===== src/rtl/seg_pkg.sv =====
// Shared types and constants for the seven-segment display scan path.
package seg_pkg;

    typedef logic [3:0] digit_t;

    localparam int NUM_DIGITS = 4;

    typedef enum logic [1:0] {
        IDLE,
        BLANK,
        SHOW
    } scan_state_t;

endpackage


===== src/rtl/scan_slot_counter.sv =====
// Slot timing for the display scan: a cycle counter inside each digit slot,
// the slot index, a terminal-count flag and a registered end-of-frame pulse.
module scan_slot_counter #(
    parameter int DIGIT_CYCLES = 100_000
) (
    input  logic                            clk,
    input  logic                            rst,
    input  logic                            clear_i,
    input  logic                            run_i,
    output logic [$clog2(DIGIT_CYCLES)-1:0] cnt_o,
    output logic [1:0]                      idx_o,
    output logic [1:0]                      idx_next_o,
    output logic                            tc_o,
    output logic                            frame_tick_o
);

    localparam int CNT_W = $clog2(DIGIT_CYCLES);
    localparam logic [CNT_W-1:0] LAST = CNT_W'(DIGIT_CYCLES - 1);

    logic [CNT_W-1:0] cnt_q, cnt_d;
    logic [1:0]       idx_q, idx_d;
    logic             frame_tick_q;
    logic             tc;

    assign tc = (cnt_q == LAST);

    // Advance the in-slot counter, wrapping into the next slot at terminal count.
    always_comb begin
        cnt_d = cnt_q;
        idx_d = idx_q;
        if (clear_i) begin
            cnt_d = '0;
            idx_d = '0;
        end else if (run_i) begin
            if (tc) begin
                cnt_d = '0;
                idx_d = idx_q + 2'd1;
            end else begin
                cnt_d = cnt_q + CNT_W'(1);
            end
        end
    end

    // Register the counter and pre-decode the last cycle of slot 3 so the pulse lands on it.
    always_ff @(posedge clk) begin
        if (rst) begin
            cnt_q        <= '0;
            idx_q        <= '0;
            frame_tick_q <= 1'b0;
        end else begin
            cnt_q        <= cnt_d;
            idx_q        <= idx_d;
            frame_tick_q <= (cnt_d == LAST) && (idx_d == 2'd3);
        end
    end

    assign cnt_o        = cnt_q;
    assign idx_o        = idx_q;
    assign idx_next_o   = idx_d;
    assign tc_o         = tc;
    assign frame_tick_o = frame_tick_q;

endmodule


===== src/rtl/display_scan_ctrl.sv =====
// Four-digit seven-segment scan controller: sequences blank/show time per
// digit, drives the active-low anodes, and double-buffers the digit values so
// the visible digits only change at frame boundaries (or at once while dark).
module display_scan_ctrl
    import seg_pkg::*;
#(
    parameter int DIGIT_CYCLES = 100_000,
    parameter int BLANK_CYCLES = 1_000
) (
    input  logic       clk,
    input  logic       rst,
    input  logic       en,
    input  logic [3:0] digit_mask,
    input  logic       load,
    input  logic [3:0] digit_in [3:0],
    output logic [3:0] digit_array [3:0],
    output logic [1:0] anode_index,
    output logic [3:0] an,
    output logic       frame_tick,
    output logic       pending
);

    localparam int CNT_W = $clog2(DIGIT_CYCLES);
    localparam logic [CNT_W-1:0] BLANK_LAST = CNT_W'(BLANK_CYCLES - 1);

    scan_state_t      state_q, state_d;
    logic [CNT_W-1:0] cnt;
    logic [1:0]       idx;
    logic [1:0]       idx_next;
    logic             tc;
    logic             frame_tick_w;
    logic             run;
    logic             clear;

    logic [3:0]       an_q, an_d;
    digit_t           shadow_q [NUM_DIGITS-1:0];
    digit_t           shadow_d [NUM_DIGITS-1:0];
    digit_t           array_q  [NUM_DIGITS-1:0];
    digit_t           array_d  [NUM_DIGITS-1:0];
    logic             pending_q, pending_d;
    logic             commit;

    assign run   = (state_q != IDLE);
    assign clear = ~en;

    scan_slot_counter #(
        .DIGIT_CYCLES(DIGIT_CYCLES)
    ) u_slot_counter (
        .clk         (clk),
        .rst         (rst),
        .clear_i     (clear),
        .run_i       (run),
        .cnt_o       (cnt),
        .idx_o       (idx),
        .idx_next_o  (idx_next),
        .tc_o        (tc),
        .frame_tick_o(frame_tick_w)
    );

    // Next scan phase: dropping enable abandons the slot, otherwise blank then show each slot.
    always_comb begin
        state_d = state_q;
        if (!en) begin
            state_d = IDLE;
        end else begin
            unique case (state_q)
                IDLE:    state_d = BLANK;
                BLANK:   if (cnt == BLANK_LAST) state_d = SHOW;
                SHOW:    if (tc) state_d = BLANK;
                default: state_d = IDLE;
            endcase
        end
    end

    // Decode the anode drive from the upcoming phase and slot so the register holds it in step.
    always_comb begin
        an_d = 4'b1111;
        if ((state_d == SHOW) && digit_mask[idx_next]) begin
            an_d[idx_next] = 1'b0;
        end
    end

    // Commit the shadow at a frame boundary or immediately while dark; a new load always wins the shadow.
    always_comb begin
        commit    = pending_q && (frame_tick_w || (state_q == IDLE));
        shadow_d  = shadow_q;
        array_d   = array_q;
        pending_d = pending_q;
        if (commit) begin
            array_d   = shadow_q;
            pending_d = 1'b0;
        end
        if (load) begin
            shadow_d  = digit_in;
            pending_d = 1'b1;
        end
    end

    // State, anode and buffer registers with synchronous reset.
    always_ff @(posedge clk) begin
        if (rst) begin
            state_q   <= IDLE;
            an_q      <= 4'b1111;
            shadow_q  <= '{default: '0};
            array_q   <= '{default: '0};
            pending_q <= 1'b0;
        end else begin
            state_q   <= state_d;
            an_q      <= an_d;
            shadow_q  <= shadow_d;
            array_q   <= array_d;
            pending_q <= pending_d;
        end
    end

    assign an          = an_q;
    assign anode_index = idx;
    assign frame_tick  = frame_tick_w;
    assign pending     = pending_q;
    assign digit_array = array_q;

endmodule


===== config.mk =====
export PLATFORM = sky130hd
export DESIGN_NAME = display_scan_ctrl
export DESIGN_NICKNAME = d
export VERILOG_FILES = /design/src/rtl/seg_pkg.sv /design/src/rtl/scan_slot_counter.sv /design/src/rtl/display_scan_ctrl.sv
export SDC_FILE = /design/constraint.sdc
export NUM_CORES = 1
export LEC_CHECK = 0
export CORE_AREA = 10 10 88 90
export CTS_CLUSTER_DIAMETER = 200
export CTS_CLUSTER_SIZE = 25
export DETAILED_ROUTE_END_ITERATION = 8
export DIE_AREA = 0 0 98 100
export GPL_TIMING_DRIVEN = 0
export PLACE_DENSITY = 0.76
export SLEW_MARGIN = 40
export SYNTH_ARGS = -nofsm -noshare
export SYNTH_HDL_FRONTEND = slang
export SYNTH_HIERARCHICAL = 1
export SYNTH_SLANG_ARGS = --single-unit

===== constraint.sdc =====
create_clock -name clk -period 6 [get_ports clk]
set_clock_uncertainty 0.05 [all_clocks]
set_input_delay 1.5 -clock clk [delete_from_list [all_inputs] [get_ports clk]]
set_output_delay 1.5 -clock clk [all_outputs]
set_load 0.02 [all_outputs]

* After elaboration in Yosys (flattened, before gate mapping)
Index checks and enable logic that the tools add are counted.
Widths: inputs -> output; s select.
** Storage, ports and cells
- Output and inout port bits :: 24
- Latch bits :: 0
- Memories kept :: 0
- ROM bits :: 0
- RAM bits :: 0
- Register bits after elaboration :: 59
- Bits of input ports :: 24
** Operators by class
- Add/sub/neg operators :: 2
- Divide/modulo/power cells :: 0
- Reduce and logical (&&, ||, !) cells :: 9
- Shift-type cells :: 0
- Muxes and demuxes :: 16
- Equal/unequal tests :: 7
- Bitwise operators :: 2
- Multiply operators :: 0
- Order comparisons :: 2
** Operators by type and width (count)
- $mux 17 :: 3
- $eq 17x17->1 const B :: 2
- $add 17x1->17 const B :: 1
- $eq 17x10->1 const B :: 1
- $mux 2 :: 6
- $eq 2x2->1 const B :: 3
- $pmux 2 s3 :: 1
- $logic_and 1x1->1 :: 4
- $mux 1 :: 4
- $not 4->4 :: 1
- $reduce_bool 2->1 :: 2
- $lt 2x3->1 const B :: 1
- $add 2x1->2 const B :: 1
- $bmux 1 s2 :: 1
- $demux 1 s2 :: 1
- $eq 2x1->1 const B :: 1
- $ge 2x1->1 const B :: 1
- $logic_not 2->1 :: 1
- $reduce_or 2->1 :: 1
- $logic_or 1x1->1 :: 1
- $not 1->1 :: 1

* Longest topological paths before layout
Gate-level depths: netlist (run 1).
- Depth in word-level cells :: 9
- Mapped depth :: 9
- Mapped depth without buffers :: 9

* By module
Netlist (run 1), hierarchy kept.
** Modules (own cells, without submodules)
- display_scan_ctrl :: cells each 155, seq. area each 780.7 µm², instances 1, area each 1441.4 µm²
- scan_slot_counter :: cells each 149, seq. area each 400.4 µm², instances 1, area each 1201.2 µm²

* Least setup slack after synthesis (run 1)
Ideal clock, no wire load.
- Kind :: input to register
- From :: in en
- To :: reg u_slot_counter.frame_tick_q, in the netlist u_slot_counter/frame_tick_o
- Setup time :: 86 ps
- Arrival time :: 2643 ps
- Buffers on the path :: 1
- Setup slack :: 3221 ps
- Required time :: 5864 ps
- Stages on the path :: 7
- Path through :: inv_1 or2_2 a41o_2 clkbuf_1 nor2_1 o2111ai_1 a221oi_2
** On the way
- Cells in the longest elaborated chain, start to end :: 3
- Elaborated cells on any way between the ends :: 5
- Those cells by class :: eq/ne: 2; mux: 2; reduce/logical: 1
** Ends and longest elaborated chain
- start: declaration :: RTL line display_scan_ctrl.sv:12 : input logic en,
- $mux 17 / $mux 2 (equally long branches) :: RTL line scan_slot_counter.sv:31 : if (clear_i) begin
- $eq 17x17->1 / $eq 2x2->1 (equally long branches) :: RTL line scan_slot_counter.sv:53 : frame_tick_q <= (cnt_d == LAST) && (idx_d == 2'd3);
- $logic_and 1x1->1 * :: RTL line scan_slot_counter.sv:53
- end signal: assignment :: RTL line scan_slot_counter.sv:53
- end: declaration :: RTL line scan_slot_counter.sv:22 : logic frame_tick_q;
Every way passes the cells marked *; elsewhere a longest branch is shown, timed or not.
A chain may end at the register's enable or synchronous reset.

* Worst setup path in the final report (run 1)
Ends and elaborated chain as after synthesis.

==> results_dict.tcl, run 1 <==
set metrics [dict create \
    drive_gt1_share_pct 9.62 \
    use_met1_pct 14.3 \
    start_util_pct 43.1 \
    wl_per_cell_um 14.5 \
    post_cts_buffers 0 \
    track_usage_pct 12.8 \
    dp.final_hpwl_um 4780 \
    finalHoldViolCount 0 \
    place_congestion 0.887 \
    min_period_ps 3280 \
    rsz0062_at_grt "no" \
    grt_max_degree 11 \
    antenna_found_initial 0 \
    viasPerCell 5.20 \
    core_um2 6130 \
    startpoint_type "primary input" \
    grt_pass1_vias 2186 \
    wirelength_um 6390 \
    hp-start "shadow_q[1]$_SDFFE_PP0P_" \
    cts_tree "yes" \
    syn_nets 329 \
    globalRouteMet2Util_pct 21.2 \
    drtAntennaViolNets 0 \
    cts.sink_count 59 \
    fp.dieArea_um2 9800 \
    die_w_um 98 \
    endpoint_kind "flop" \
    ios 48 \
    fin_tns_setup_ps 0 \
    cp_max_fo 8 \
    fmax_ghz 0.305 \
    cap_violations 0 \
    power.density_nw_per_um2 247 \
    initialDrtViolationCount 162 \
    final_common_cell "dfxtp_1" \
    drt_first_pass_iters 4 \
    drc 0 \
    h-tree-depth 3 \
    insertion_delay_ps 340 \
    port_buffers 46 \
    ys_seq_area_share_pct 44.7 \
    netlist_instances 304 \
    avgSynthCellArea_um2 8.69 \
    cts_resized 0 \
    stdcell_count 441 \
    rows 29 \
    dp_cells 427 \
    synth.distinct_cells 49 \
    max-slew-margin-rel_pct 61.0 \
    use_met3_pct 3.91 \
    cts_buffers 9 \
    root_buffer "clkbuf_8" \
    num_vias 2293 \
    n_antenna_cell 0 \
    ys_ff_latch 59 \
    grt_pass1_wl_um 10500 \
    tightest_slew_ps 580 \
    hold_class "reg2reg" \
    final_cell_mix "dfxtp_1, nor2_1, clkdlybuf4s50_1, nand2_1, a21oi_1" \
    timing.rr.start "u_slot_counter/cnt_o[0]$_SDFF_PP0_" \
    top_usage_layer "met2" \
    arrival_ps 3480 \
    fp.dieH_um 100 \
    period_share_pct 54.7 \
    cp-startpoint "en" \
    outcome "completed" \
    synthesis.area_um2 2640 \
    slew_violations 0 \
    final_nets 386 \
    critPathKind "in2reg" \
    yosysWarnings 6 \
    cts_buffer_depth 2 \
    vdd_drop_max_mv 0.123 \
    hold_buffers 0 \
    grt_overflow 0 \
    required_ps 6200 \
    power_leakage_nw 1.21 \
    clkTransAtPathRegs_ps 70 \
    setup_viol 0 \
    syn2layout_area_growth_pct 28.6 \
]
## per-stage QoR
step / setup WS (ps) / utilization, % / power [mW] / instance area [um2] / hold slack (ps)
2_1_floorplan: 3220 / - / 0.448 / 2640 / 377
5_1_grt: 2540 / 55.4 / 0.866 / 3400 / 428
3_5_place_dp: 2390 / 52.2 / 0.477 / 3200 / 392
6_report: 2720 / 55.4 / 0.838 / 3400 / 398
4_1_cts: 2740 / 55.4 / 0.845 / 3400 / 401
3_3_place_gp: 2380 / 52.2 / 0.476 / 3200 / 382
## per-layer routing
| layer | vias up | share of wire (%) |
|---|---|---|
| met4 | 0 | 2.2 |
| met1 | 1063 | 43 |
| met3 | 13 | 6.9 |
| met5 | - | 0 |
| met2 | 71 | 47 |
| li1 | 1146 | - |
## final timing paths
path / endpoint / slack (ps) / depth (start not counted)
max: u_slot_counter/frame_tick_o$_SDFF_PP0_ / 2720 / 8
min: digit_array[1]$_SDFFE_PP0P_ / 400 / 2
max reg2reg: u_slot_counter/cnt_o[4]$_SDFF_PP0_ / 3440 / 7
min reg2reg: digit_array[1]$_SDFFE_PP0P_ / 400 / 2
## synthesized netlist by cell type, drive strengths merged
library cell,instances,area (um2)
nor2,48,180
nand3,9,45.0
nor3b,4,30.0
and3,2,12.5
or4b,3,30.0
nand2,43,169
a21oi,20,100
nor4bb,1,10.0
nand2b,2,20.0
dfxtp,59,1180
a2111o,1,11.3
o2111ai,2,17.5
a221oi,1,15.0
a211o,1,8.76
nor4,5,31.3
xnor2,11,104
mux2i,17,170
xor2,8,70.1
nand4,9,62.6
o31ai,2,28.8
o21ai,5,25.0
inv,10,37.5
clkbuf,9,33.8
and3b,2,18.8
nor3,4,20.0
nand3b,1,7.51
a211oi,1,12.5
or2,2,12.5
nor2b,1,6.26
and4bb,1,12.5
and4b,1,10.0
nor4b,1,8.76
a41o,1,11.3
nand4b,3,26.3
or3,1,6.26
o21a,1,7.51
ha,1,12.5
buf,10,65.1
or3b,1,11.3
## cells by family after synthesis
family          count (synthesis)  synth area share (%)
flops                          59                  44.7
fa+ha+maj                       1                 0.473
mux                            17                  6.44
buf+inv                        29                  5.16
compound gates                 35                  9.00
simple gates                  144                  27.7
xor+xnor                       19                  6.58
## cell type report
cell class	instances	area [um2]
fill	569	2730
multi-input combinational	216	1330
sequential	59	1180
timing repair buffer	46	460
clock buffer	12	165
buffer	19	98.8
tap	77	96.3
inverter	10	37.5
clock inverter	2	35.0
## flip-flops by register name, indices dropped and copies added, names as in the netlist
| register | flops |
|---|---|
| digit_array | 16 |
| u_slot_counter/cnt_o | 17 |
| state_q | 2 |
| shadow_q | 16 |
| u_slot_counter/idx_o | 2 |
| pending | 1 |
| u_slot_counter/frame_tick_o | 1 |
| an | 4 |
## report_power, final
part           internal [mW]  switching, mW
registers              0.402        0.00572
clock network          0.220          0.149
logic                 0.0316         0.0296
total                  0.654          0.184
## worst max-delay path: stages
cell             delay (ps)
clkdlybuf4s50_1         520
inv_1                   100
or2_2                   340
a41o_2                  230
clkbuf_1                220
nor2_1                  190
o2111ai_1               160
a221oi_2                210
Note: power is estimated with default switching activity, not from simulation.
==> inputs of run 2 (changes only) <==
Clock period 6 ns to 3.27 ns, I/O delays scaled along.
==> results of run 2 <==
Same layout as run 1 (identical final DEF). Status: completed.
Among the figures that moved: setup slack after placement 2390 ps -> 345 ps; setup slack after layout 2720 ps -> 670 ps; register-to-register setup slack 3440 ps -> 710 ps; total power 0.838 mW -> 1.54 mW; worst IR drop on VDD 0.123 mV -> 0.225 mV
